[src/rtl/i2c_pkg.sv]
// i2c_pkg: state encodings and bus event types shared by the I2C target and initiator drivers.
package i2c_pkg;
   localparam logic [3:0] ST_IDLE     = 4'd0;
   localparam logic [3:0] ST_DEV_ADDR = 4'd1;
   localparam logic [3:0] ST_DEV_ACK  = 4'd2;
   localparam logic [3:0] ST_POINTER  = 4'd3;
   localparam logic [3:0] ST_PTR_ACK  = 4'd4;
   localparam logic [3:0] ST_WR_BYTE  = 4'd5;
   localparam logic [3:0] ST_WR_ACK   = 4'd6;
   localparam logic [3:0] ST_RD_BYTE  = 4'd7;
   localparam logic [3:0] ST_RD_ACK   = 4'd8;
   localparam logic [3:0] ST_IGNORE   = 4'd9;

   typedef enum logic [2:0] {EV_NONE, EV_START, EV_STOP, EV_RISE, EV_FALL} i2c_event_e;

   // START/STOP outrank SCL edges when both are seen in one cycle
   function automatic i2c_event_e bus_event(input logic scl_q, input logic scl,
                                            input logic sda_q, input logic sda);
      return (scl_q & scl & sda_q & ~sda) ? EV_START :
             (scl_q & scl & ~sda_q & sda) ? EV_STOP  :
             (~scl_q & scl)               ? EV_RISE  :
             (scl_q & ~scl)               ? EV_FALL  : EV_NONE;
   endfunction
endpackage

[src/rtl/i2c_filter.sv]
// i2c_filter: 2-flop synchroniser followed by a FilterLength-sample glitch filter.
module i2c_filter #(
   parameter int FilterLength = 3
) (
   input  logic ipClk,
   input  logic ipReset,
   input  logic ipIn,
   output logic opOut
);
   logic [1:0]              r_sync;
   logic [FilterLength-1:0] r_hist;
   logic                    r_out;

   always_ff @(posedge ipClk or negedge ipReset)
      if (!ipReset) begin
         r_sync <= '1;
         r_hist <= '1;
         r_out  <= 1'b1;
      end else begin
         r_sync <= {r_sync[0], ipIn};
         r_hist <= (r_hist << 1) | FilterLength'(r_sync[1]);
         r_out  <= (&r_hist) ? 1'b1 : (~|r_hist) ? 1'b0 : r_out;
      end

   assign opOut = r_out;
endmodule

[src/rtl/i2c_target.sv]
// i2c_target: I2C register-file target with auto-incrementing pointer, no clock stretching.
module i2c_target
   import i2c_pkg::*;
#(
   parameter logic [6:0] Address      = 7'h48,
   parameter int         FilterLength = 3
) (
   input  logic       ipClk,
   input  logic       ipReset,
   input  logic       ipI2C_SClk,
   output logic       opI2C_SClk,
   input  logic       ipI2C_Data,
   output logic       opI2C_Data,
   output logic [7:0] opAddress,
   output logic [7:0] opWrData,
   output logic       opWrEnable,
   output logic       opRdEnable,
   input  logic [7:0] ipRdData,
   output logic       opBusy
);
   logic       w_scl, w_sda, w_rx, w_full, w_match;
   i2c_event_e w_ev;
   logic       r_scl_q, r_sda_q;
   logic [3:0] r_state, r_cnt;
   logic [7:0] r_shift, r_addr, r_wdata;
   logic       r_sda_o, r_wr_en, r_rd_en, r_rd_ld, r_rw, r_busy;

   i2c_filter #(.FilterLength(FilterLength)) u_scl (
      .ipClk(ipClk), .ipReset(ipReset), .ipIn(ipI2C_SClk), .opOut(w_scl));
   i2c_filter #(.FilterLength(FilterLength)) u_sda (
      .ipClk(ipClk), .ipReset(ipReset), .ipIn(ipI2C_Data), .opOut(w_sda));

   assign w_ev    = bus_event(r_scl_q, w_scl, r_sda_q, w_sda);
   assign w_rx    = (r_state == ST_DEV_ADDR) || (r_state == ST_POINTER) || (r_state == ST_WR_BYTE);
   assign w_full  = r_cnt == 4'd8;
   assign w_match = r_shift[7:1] == Address;

   always_ff @(posedge ipClk or negedge ipReset)
      if (!ipReset) begin
         r_scl_q <= 1'b1;
         r_sda_q <= 1'b1;
         r_state <= ST_IDLE;
         r_cnt   <= '0;
         r_shift <= '1;
         r_addr  <= '0;
         r_wdata <= '0;
         r_sda_o <= 1'b1;
         r_wr_en <= 1'b0;
         r_rd_en <= 1'b0;
         r_rd_ld <= 1'b0;
         r_rw    <= 1'b0;
         r_busy  <= 1'b0;
      end else begin
         r_scl_q <= w_scl;
         r_sda_q <= w_sda;
         r_wr_en <= 1'b0;
         r_rd_en <= 1'b0;
         r_rd_ld <= r_rd_en;
         if (r_rd_ld) r_shift <= ipRdData;
         if (r_wr_en) r_addr <= r_addr + 8'd1;
         if (w_ev == EV_START) begin
            r_state <= ST_DEV_ADDR;
            r_cnt   <= '0;
            r_sda_o <= 1'b1;
         end else if (w_ev == EV_STOP) begin
            r_state <= ST_IDLE;
            r_sda_o <= 1'b1;
            r_busy  <= 1'b0;
         end else if (w_ev == EV_RISE) begin
            if (w_rx) r_shift <= {r_shift[6:0], w_sda};
            if (w_rx || r_state == ST_RD_BYTE) r_cnt <= r_cnt + 4'd1;
            // read data is fetched during the ACK high phase so the MSB is ready at the falling edge
            if (r_state == ST_DEV_ACK && r_rw) r_rd_en <= 1'b1;
            if (r_state == ST_RD_ACK) begin
               if (w_sda) r_state <= ST_IGNORE;
               else begin
                  r_addr  <= r_addr + 8'd1;
                  r_rd_en <= 1'b1;
               end
            end
         end else if (w_ev == EV_FALL) begin
            case (r_state)
               ST_DEV_ADDR: if (w_full) begin
                  r_state <= w_match ? ST_DEV_ACK : ST_IGNORE;
                  r_sda_o <= !w_match;
                  r_busy  <= r_busy | w_match;
                  r_rw    <= r_shift[0];
               end
               ST_DEV_ACK: begin
                  r_state <= r_rw ? ST_RD_BYTE : ST_POINTER;
                  r_sda_o <= r_rw ? r_shift[7] : 1'b1;
                  r_cnt   <= '0;
               end
               ST_POINTER: if (w_full) begin
                  r_state <= ST_PTR_ACK;
                  r_sda_o <= 1'b0;
                  r_addr  <= r_shift;
               end
               ST_PTR_ACK: begin
                  r_state <= ST_WR_BYTE;
                  r_sda_o <= 1'b1;
                  r_cnt   <= '0;
               end
               ST_WR_BYTE: if (w_full) begin
                  r_state <= ST_WR_ACK;
                  r_sda_o <= 1'b0;
                  r_wdata <= r_shift;
               end
               ST_WR_ACK: begin
                  r_state <= ST_WR_BYTE;
                  r_sda_o <= 1'b1;
                  r_cnt   <= '0;
                  r_wr_en <= 1'b1;
               end
               ST_RD_BYTE: if (w_full) begin
                  r_state <= ST_RD_ACK;
                  r_sda_o <= 1'b1;
               end else begin
                  r_sda_o <= r_shift[6];
                  r_shift <= {r_shift[6:0], 1'b1};
               end
               ST_RD_ACK: begin
                  r_state <= ST_RD_BYTE;
                  r_sda_o <= r_shift[7];
                  r_cnt   <= '0;
               end
               default: ;
            endcase
         end
      end

   assign opI2C_SClk = 1'b1;
   assign opI2C_Data = r_sda_o;
   assign opAddress  = r_addr;
   assign opWrData   = r_wdata;
   assign opWrEnable = r_wr_en;
   assign opRdEnable = r_rd_en;
   assign opBusy     = r_busy;
endmodule

[config.mk]
export PLATFORM = sky130hd
export DESIGN_NAME = i2c_target
export DESIGN_NICKNAME = d
export VERILOG_FILES = /design/src/rtl/i2c_pkg.sv /design/src/rtl/i2c_filter.sv /design/src/rtl/i2c_target.sv
export SDC_FILE = /design/constraint.sdc
export NUM_CORES = 1
export LEC_CHECK = 0
export CELL_PAD_IN_SITES_DETAIL_PLACEMENT = 1
export CELL_PAD_IN_SITES_GLOBAL_PLACEMENT = 2
export CORE_UTILIZATION = 35
export CTS_BUF_LIST = sky130_fd_sc_hd__clkbuf_8
export CTS_CLUSTER_DIAMETER = 60
export DETAILED_ROUTE_END_ITERATION = 12
export HOLD_SLACK_MARGIN = 0.1
export PLACE_DENSITY_LB_ADDON = 0.1
export SLEW_MARGIN = 40
export SYNTH_ARGS = -nofsm -noshare
export SYNTH_HDL_FRONTEND = slang
export SYNTH_HIERARCHICAL = 1
export SYNTH_SLANG_ARGS = --single-unit
export TNS_END_PERCENT = 100
[constraint.sdc]
create_clock -name ipClk -period 5.6 [get_ports ipClk]
set_clock_uncertainty 0.15 [all_clocks]
set_input_delay 0.56 -clock ipClk [delete_from_list [all_inputs] [get_ports ipClk]]
set_output_delay 0.56 -clock ipClk [all_outputs]
set_load 0.01 [all_outputs]
== Word-level counts from Yosys, hierarchy flattened ==
Cells that the tools add are included.

* Bits in registers: 52
* Bits of input ports: 12
* Output and inout bits: 21
* Word-level logic and storage cells: 162

* Add/subtract/negate cells: 2
* Equality and inequality tests: 28
* Multiplexer cells: 69
* Bitwise logic cells: 17
* Reduce and logical (&&, ||, !) cells: 27

{| class="wikitable"
|+ Operator list
! kind !! number
|-
| 8-bit two-way mux || 17
|-
| 4-bit two-way mux || 17
|-
| 1-bit two-way mux || 28
|-
| 4-bit one-hot mux with 7 select lines || 1
|-
| 4-bit by 3-bit == test with 1-bit output, second input constant || 4
|-
| 3-bit two-way mux || 5
|-
| 5-bit by 2-bit != test with 1-bit output, second input constant || 3
|-
| 6-bit AND reduction || 2
|-
| 5-bit AND reduction || 2
|-
| 3-bit nonzero test || 3
|-
| 9-bit nonzero test || 1
|-
| 8-bit by 1-bit adder with 8-bit output, second input constant || 1
|-
| 4-bit by 2-bit == test with 1-bit output, second input constant || 2
|-
| 4-bit == test, second input constant || 2
|-
| 4-bit by 3-bit != test with 1-bit output, second input constant || 2
|-
| 8-bit AND reduction || 1
|-
| 8-bit nonzero test || 1
|-
| 1-bit AND || 7
|-
| 7-bit == test, second input constant || 1
|-
| 1-bit NOT || 7
|-
| 3-bit by 2-bit == test with 1-bit output, second input constant || 2
|-
| 3-bit by 1-bit OR with 3-bit output || 2
|-
| 1-bit one-hot mux with 6 select lines || 1
|-
| 3-bit AND reduction || 2
|-
| 21 further kinds || 29
|}

== Depth between registers and ports, before layout ==
* Depth after elaboration: 11
* Mapped depth: 7
* Mapped depth without buffers: 6

== By module ==
Netlist, hierarchy kept.

{| class="wikitable"
|+ Modules (own cells, without submodules)
! module !! instances !! cells an instance !! area an instance (um^2) !! sequential area each (um^2)
|-
| i2c_target || 1 || 294 || 2,772.7 || 1,014.7
|-
| i2c_filter || 2 || 10 || 176.4 || 157.7
|}

== Worst setup path after synthesis ==
Ideal clock, no wire load.

* Kind: reg-to-reg
* Start point: reg r_cnt[0]
* End point: reg r_shift[1]
* Library setup time: 98 ps
* Arrival: 1,600 ps
* Data required time: 5,352 ps
* Setup slack: 3,752 ps
* Cell stages (with the launch flop): 8
* Path through: dfrtp_1 inv_1 ha_1 and3b_1 clkbuf_1 nor3_4 mux2i_1 o221ai_1

* Word-level cells in the longest chain between the ends: 7

{| class="wikitable"
|+ Ends and longest elaborated chain
! element !! RTL line !! RTL
|-
| from (decl) || i2c_target.sv:24 || <nowiki>logic [3:0] r_state, r_cnt;</nowiki>
|-
| from (signal assigned) || i2c_target.sv:71 || <nowiki>if (w_rx || r_state == ST_RD_BYTE) r_cnt <= r_cnt + 4'd1;</nowiki>
|-
| 4-bit == test || i2c_target.sv:35 || <nowiki>assign w_full = r_cnt == 4'd8;</nowiki>
|-
| 8-bit two-way mux || i2c_target.sv:115 || <nowiki>ST_RD_BYTE: if (w_full) begin</nowiki>
|-
| 8-bit two-way mux || i2c_target.sv:82 || <nowiki>case (r_state)</nowiki>
|-
| 8-bit two-way mux || i2c_target.sv:81 || <nowiki>end else if (w_ev == EV_FALL) begin</nowiki>
|-
| 8-bit two-way mux || i2c_target.sv:69 || <nowiki>end else if (w_ev == EV_RISE) begin</nowiki>
|-
| 8-bit two-way mux || i2c_target.sv:65 || <nowiki>end else if (w_ev == EV_STOP) begin</nowiki>
|-
| 8-bit two-way mux || i2c_target.sv:61 || <nowiki>if (w_ev == EV_START) begin</nowiki>
|-
| to (signal assigned) || i2c_target.sv:59 || <nowiki>if (r_rd_ld) r_shift <= ipRdData;</nowiki>
|-
| to (signal assigned) || i2c_target.sv:70 || <nowiki>if (w_rx) r_shift <= {r_shift[6:0], w_sda};</nowiki>
|-
| to (signal assigned) || i2c_target.sv:120 || <nowiki>r_shift <= {r_shift[6:0], 1'b1};</nowiki>
|-
| to (decl) || i2c_target.sv:25 || <nowiki>logic [7:0] r_shift, r_addr, r_wdata;</nowiki>
|}

Every way passes these cells.
A chain may end at the register's enable or synchronous reset.

== Worst setup path after layout ==
* Start point: reg r_state[0]
* End point: reg r_shift[4]

* Word-level cells in the longest chain between the ends: 7
* Elaborated cells between the ends (all ways): 12

{| class="wikitable"
|+ Ends and longest elaborated chain
! element !! RTL line !! RTL
|-
| from (decl) || i2c_target.sv:24 ||
|-
| from (signal assigned) || i2c_target.sv:84 || <nowiki>r_state <= w_match ? ST_DEV_ACK : ST_IGNORE;</nowiki>
|-
| from (signal assigned) || i2c_target.sv:90 || <nowiki>r_state <= r_rw ? ST_RD_BYTE : ST_POINTER;</nowiki>
|-
| 4-bit by 1-bit == test with 1-bit output / 4-bit by 2-bit == test with 1-bit output (equally long branches) || i2c_target.sv:34 || <nowiki>assign w_rx = (r_state == ST_DEV_ADDR) || (r_state == ST_POINTER) || (r_state == ST_WR_BYTE);</nowiki>
|-
| 1-bit logical OR (2 in series) || i2c_target.sv:34 ||
|-
| 8-bit two-way mux || i2c_target.sv:70 ||
|-
| 8-bit two-way mux * || i2c_target.sv:69 ||
|-
| 8-bit two-way mux * || i2c_target.sv:65 ||
|-
| 8-bit two-way mux * || i2c_target.sv:61 ||
|}

Mark *: on every way between the ends. The rest lies on a longest branch, timed or not.

==> out/qor_table.md <==
| Group | Quantity | This run |
| --- | --- | --- |
| clock tree | Number of hold-repair buffers added at the cts stage | 0 |
| logic synthesis | Share of the yosys chip area belonging to registers | 42.6% |
| power | Leakage component of the power | 1.42 nW |
| min path | Worst hold-check path type | in -> async |
| timing | Final setup fails | 0 |
| layout | Filler cells | 1,006 |
| route | Post-Route M1 WL | 4500 um |
| clock tree | Num CTS Buffers | 5 |
| floorplanning | Area inside the core boundary | 8680 um^2 |
| worst setup path | CP arrival | 2.37 ns |
| grt | Vias in the first global route | 2,513 |
| worst setup path | Setup crit end | r_shift[4] |
| layout | Final Instance Count excl. Fillers | 443 |
| clock tree | Gates resized, CTS repair | 0 |
| clock tree | Later-pin clock latency in the skew report | 0.32 ns |
| power | Sw frac | 39.5% |
| clock tree | Number of sinks handled by clock tree synthesis | 52 |
| layout | Leading cell types in the layout, fill and taps excluded | 30 x sky130_fd_sc_hd__clkdlybuf4s50_1, 29 x sky130_fd_sc_hd__dfrtp_1, 23 x sky130_fd_sc_hd__mux2i_1, 23 x sky130_fd_sc_hd__dfstp_2, 21 x sky130_fd_sc_hd__nand2_1 |
| power | Sequential Power Share | 47.6% |
| route | Routed wire length | 8680 um |
| clock tree | TritonCTS clock tree | done |
| worst setup path | Launch point of the critical path | r_state[0] |
| grt | Overflow left after global routing | 0 |
| route | Number of iterations in the first detailed-routing pass | 4 |
| timing | Setup TNS Final | 0 ns |
| layout | Antenna diode count | 0 |
| placed design | Final weighted congestion of routability-driven global placement | 0.778 |
| floorplanning | Vertical extent of the die | 96.5 um |
| floorplanning | Effective utilization at floorplan | 36.0% |
| placed design | Placed Cells incl. Taps | 435 |
| placed design | Dpl ws | 3.26 ns |
| route | Via density per instance | 5.72 |
| timing | Final period demand of the worst path | 2.30 ns |
| route | Length of routed met2 wiring | 3920 um |
| grt | Number of antenna violations at the first check in global routing | 0 |
| power | Part of the power in the clock network | 19.5% |
| worst setup path | Req. time, crit path | 5.67 ns |
| timing | Achievable clock frequency | 434 MHz |
| logic synthesis | Net count after synthesis | 329 |
| timing | Transition time at the pin with the least slew margin | 0.709 ns |
| layout | Share of layout cells above drive strength 1 | 18.2% |
| grt | Overall global routing resource usage | 19.8% |
| worst setup path | Register-to-Register Path Depth | 4 |
| worst setup path | Slack of the worst reg-to-reg path | 3.30 ns |
| status | Outcome | completed |
| route | ANT nets after route | 0 |
| timing | Final max-slew violation count | 0 |
| clock tree | Buffers inserted during post-CTS setup optimization | 0 |
| timing | Final hold slack | 0.207 ns |
| worst setup path | Worst Setup Path Type | reg -> reg |
| logic synthesis | Number of distinct standard cells referenced by the synthesized netlist | 59 |
| logic synthesis | Number of enable flip-flop cells after synthesis | 0 |
| run | Maximum capacitance violations | 0 |
| timing | Final period utilization | 41.1% |
| logic synthesis | Post-synthesis average cell area | 9.95 um^2 |
| worst setup path | Endpoint kind of the worst setup timing path | flip-flop |
| route | Routed wl met3 | 164 um |
| worst setup path | Worst R2R Start | r_state[0] |
| route | Number of DRC markers after the initial detailed-route iteration | 88 |
| logic synthesis | Post-Syn Area | 3130 um^2 |
| floorplanning | Standard-cell rows | 34 |
| timing | Tightest slew margin relative to the limit | 52.7% |
| power | Power density over the cells | 341 nW/um^2 |
| placed design | Port buffer count | 31 |
| layout | Sequential standard cell area | 1330 um^2 |
| clock tree | Number of H-tree levels | 2 |
| layout | Area of the multi-input gates | 1680 um^2 |
| power | Net Switching | 0.000484 W |
| logic synthesis | Ys Warns | 6 |
| floorplanning | Die Footprint | 9310 um^2 |
| grt | Maximum number of pins on one net before global-route repair | 53 |
| timing | Final count of hold timing violations | 0 |
| worst setup path | End of the worst register-to-register path | r_shift[4] |
| worst setup path | Biggest fanout along the worst timing path | 16 |
| clock tree | Clock-pin transition on the worst setup and hold timing paths | 0.10 ns |
| route | Routed wirelength normalized by instance count | 19.6 um |
| floorplanning | Total I/O pin count | 33 |
| placed design | Placed wire-length estimate after detailed placement | 5950 um |
| logic synthesis | Most used DFF post-synth | sky130_fd_sc_hd__dfrtp_1 |
| clock tree | Maximum clock path buffer count | 2 |
| route | Uppermost routed layer | met4 |
| logic synthesis | Total of flip-flops plus latches after synthesis | 52 |
| power | Fraction of power consumed by combinational cells | 32.9% |
| logic synthesis | Cell taking the most area after synthesis | sky130_fd_sc_hd__dfrtp_1 |
| clock tree | CTS Root Buffer Type | sky130_fd_sc_hd__clkbuf_8 |
| worst setup path | Type of origin of the critical path | flip-flop |
| layout | Most common cell after layout, fill and taps aside | sky130_fd_sc_hd__clkdlybuf4s50_1 |
| logic synthesis | Ys async rst share | 100% |
| layout | Post-synthesis to final-layout area growth | 15.0% |
| power | Cell-internal power | 0.000743 W |
| layout | # nets final | 349 |
| route | Vias post-DR | 2,532 |
| timing | Worst-case setup margin in the final layout | 3.30 ns |
| logic synthesis | Top cell type's share of synthesized area | 23.2% |
| timing | RSZ-0062 raised after global routing | no |
| grt | Global-route wire length before repair | 13,800 um |
| power | IR drop worst, VDD | 0.000144 V |
| floorplanning | Die X-Extent | 96.5 um |
| logic synthesis | Cells taking the most area after synthesis | sky130_fd_sc_hd__dfrtp_1 23%, sky130_fd_sc_hd__dfstp_2 19%, sky130_fd_sc_hd__mux2i_1 7.4%, sky130_fd_sc_hd__mux2_2 4.7%, sky130_fd_sc_hd__o221ai_1 2.8% |
| logic synthesis | Syn Inst Count | 314 |
| route | DR DRC count | 0 |
[metal layers]
layer | GRT usage (%) | vias up
li1 | - | 1221
met1 | 28.9 | 1270
met2 | 30.2 | 34
met3 | 3.21 | 7
met4 | 5.02 | 0
met5 | 0 | -
[per-stage QoR]
step / instance area (um^2) / util [%] / power, W
2_1_floorplan: 3130 / - / 0.000848
3_3_place_gp: 3490 / 40.2 / 0.000986
3_5_place_dp: 3490 / 40.2 / 0.000996
4_1_cts: 3590 / 41.3 / 0.00124
5_1_grt: 3590 / 41.4 / 0.00131
6_report: 3590 / 41.4 / 0.00123
[cell type report]
class                   count  share of cell area (%)
multi-input cells         233                    46.7
flip-flops and latches     52                    37.0
repair buffers             33                    8.91
well taps                 108                    3.76
clock buffers               6                    2.30
inverters                   9                   0.940
clock inverters             2                   0.418
[cell usage after synthesis (8+ instances only)]
library cell / instances
sky130_fd_sc_hd__nand4_1: 8
sky130_fd_sc_hd__nand3_1: 12
sky130_fd_sc_hd__o221ai_1: 10
sky130_fd_sc_hd__nand2_1: 21
sky130_fd_sc_hd__dfrtp_1: 29
sky130_fd_sc_hd__a21oi_1: 15
sky130_fd_sc_hd__mux2_2: 13
sky130_fd_sc_hd__nor2_1: 11
sky130_fd_sc_hd__mux2i_1: 23
sky130_fd_sc_hd__o21ai_0: 15
sky130_fd_sc_hd__nor2b_1: 9
sky130_fd_sc_hd__inv_1: 9
sky130_fd_sc_hd__dfstp_2: 23
sky130_fd_sc_hd__buf_2: 11
sky130_fd_sc_hd__nor3_1: 9
[worst max-delay path, stage by stage (launching register included)]
cell and delay (ns):
sky130_fd_sc_hd__dfrtp_1 0.73, sky130_fd_sc_hd__nor2b_1 0.55, sky130_fd_sc_hd__nand2_1 0.39, sky130_fd_sc_hd__mux2i_1 0.25
sky130_fd_sc_hd__o221ai_1 0.14
[cell families (layout without fill, tap and decap cells)]
kind of cell | Yosys count | in the layout | share of synthesized area, %
AO/OA/AOI/OAI | 84 | 84 | 18.6
multiplexers | 36 | 36 | 12.0
AND/OR/NAND/NOR | 102 | 102 | 19.5
adder cells (fa/ha/maj) | 3 | 3 | 1.20
XOR/XNOR | 7 | 7 | 1.96
other | 1 | 1 | 0.120
buffers and inverters | 29 | 50 | 4.04
flip-flops | 52 | 52 | 42.6
[how the worst min path moves through the flow]
stage | end | slack [ns] | from | cells past startpoint
floorplan | opAddress[0] | 0.11 | ipReset | 0
global placement | u_scl/r_sync[1] | 0.20 | u_scl/r_sync[0] | 0
detailed placement | u_sda/r_sync[1] | 0.20 | u_sda/r_sync[0] | 0
CTS | u_scl/r_hist[0] | 0.21 | u_scl/r_sync[1] | 0
global route | u_scl/r_hist[0] | 0.22 | u_scl/r_sync[1] | 0
finish | opAddress[7] | 0.21 | ipReset | 2
[power by group through the flow]
stage | combinational [W] | clock (W) | sequential [W]
floorplan | 0.000332 | 0 | 0.000515
global placement | 0.000399 | 0 | 0.000587
detailed placement | 0.000405 | 0 | 0.000591
CTS | 0.000408 | 0.000250 | 0.000584
global route | 0.000445 | 0.000260 | 0.000602
finish | 0.000404 | 0.000239 | 0.000585
[sequential cells by signal (all words and copies together) (netlist names), 2 cells and up]
| register | cells |
|---|---|
| r_cnt | 4 |
| u_scl/r_sync | 2 |
| r_state | 4 |
| r_shift | 8 |
| opAddress | 8 |
| opWrData | 8 |
| u_scl/r_hist | 3 |
| u_sda/r_sync | 2 |
| u_sda/r_hist | 3 |
(Power assumes the default switching activity.)
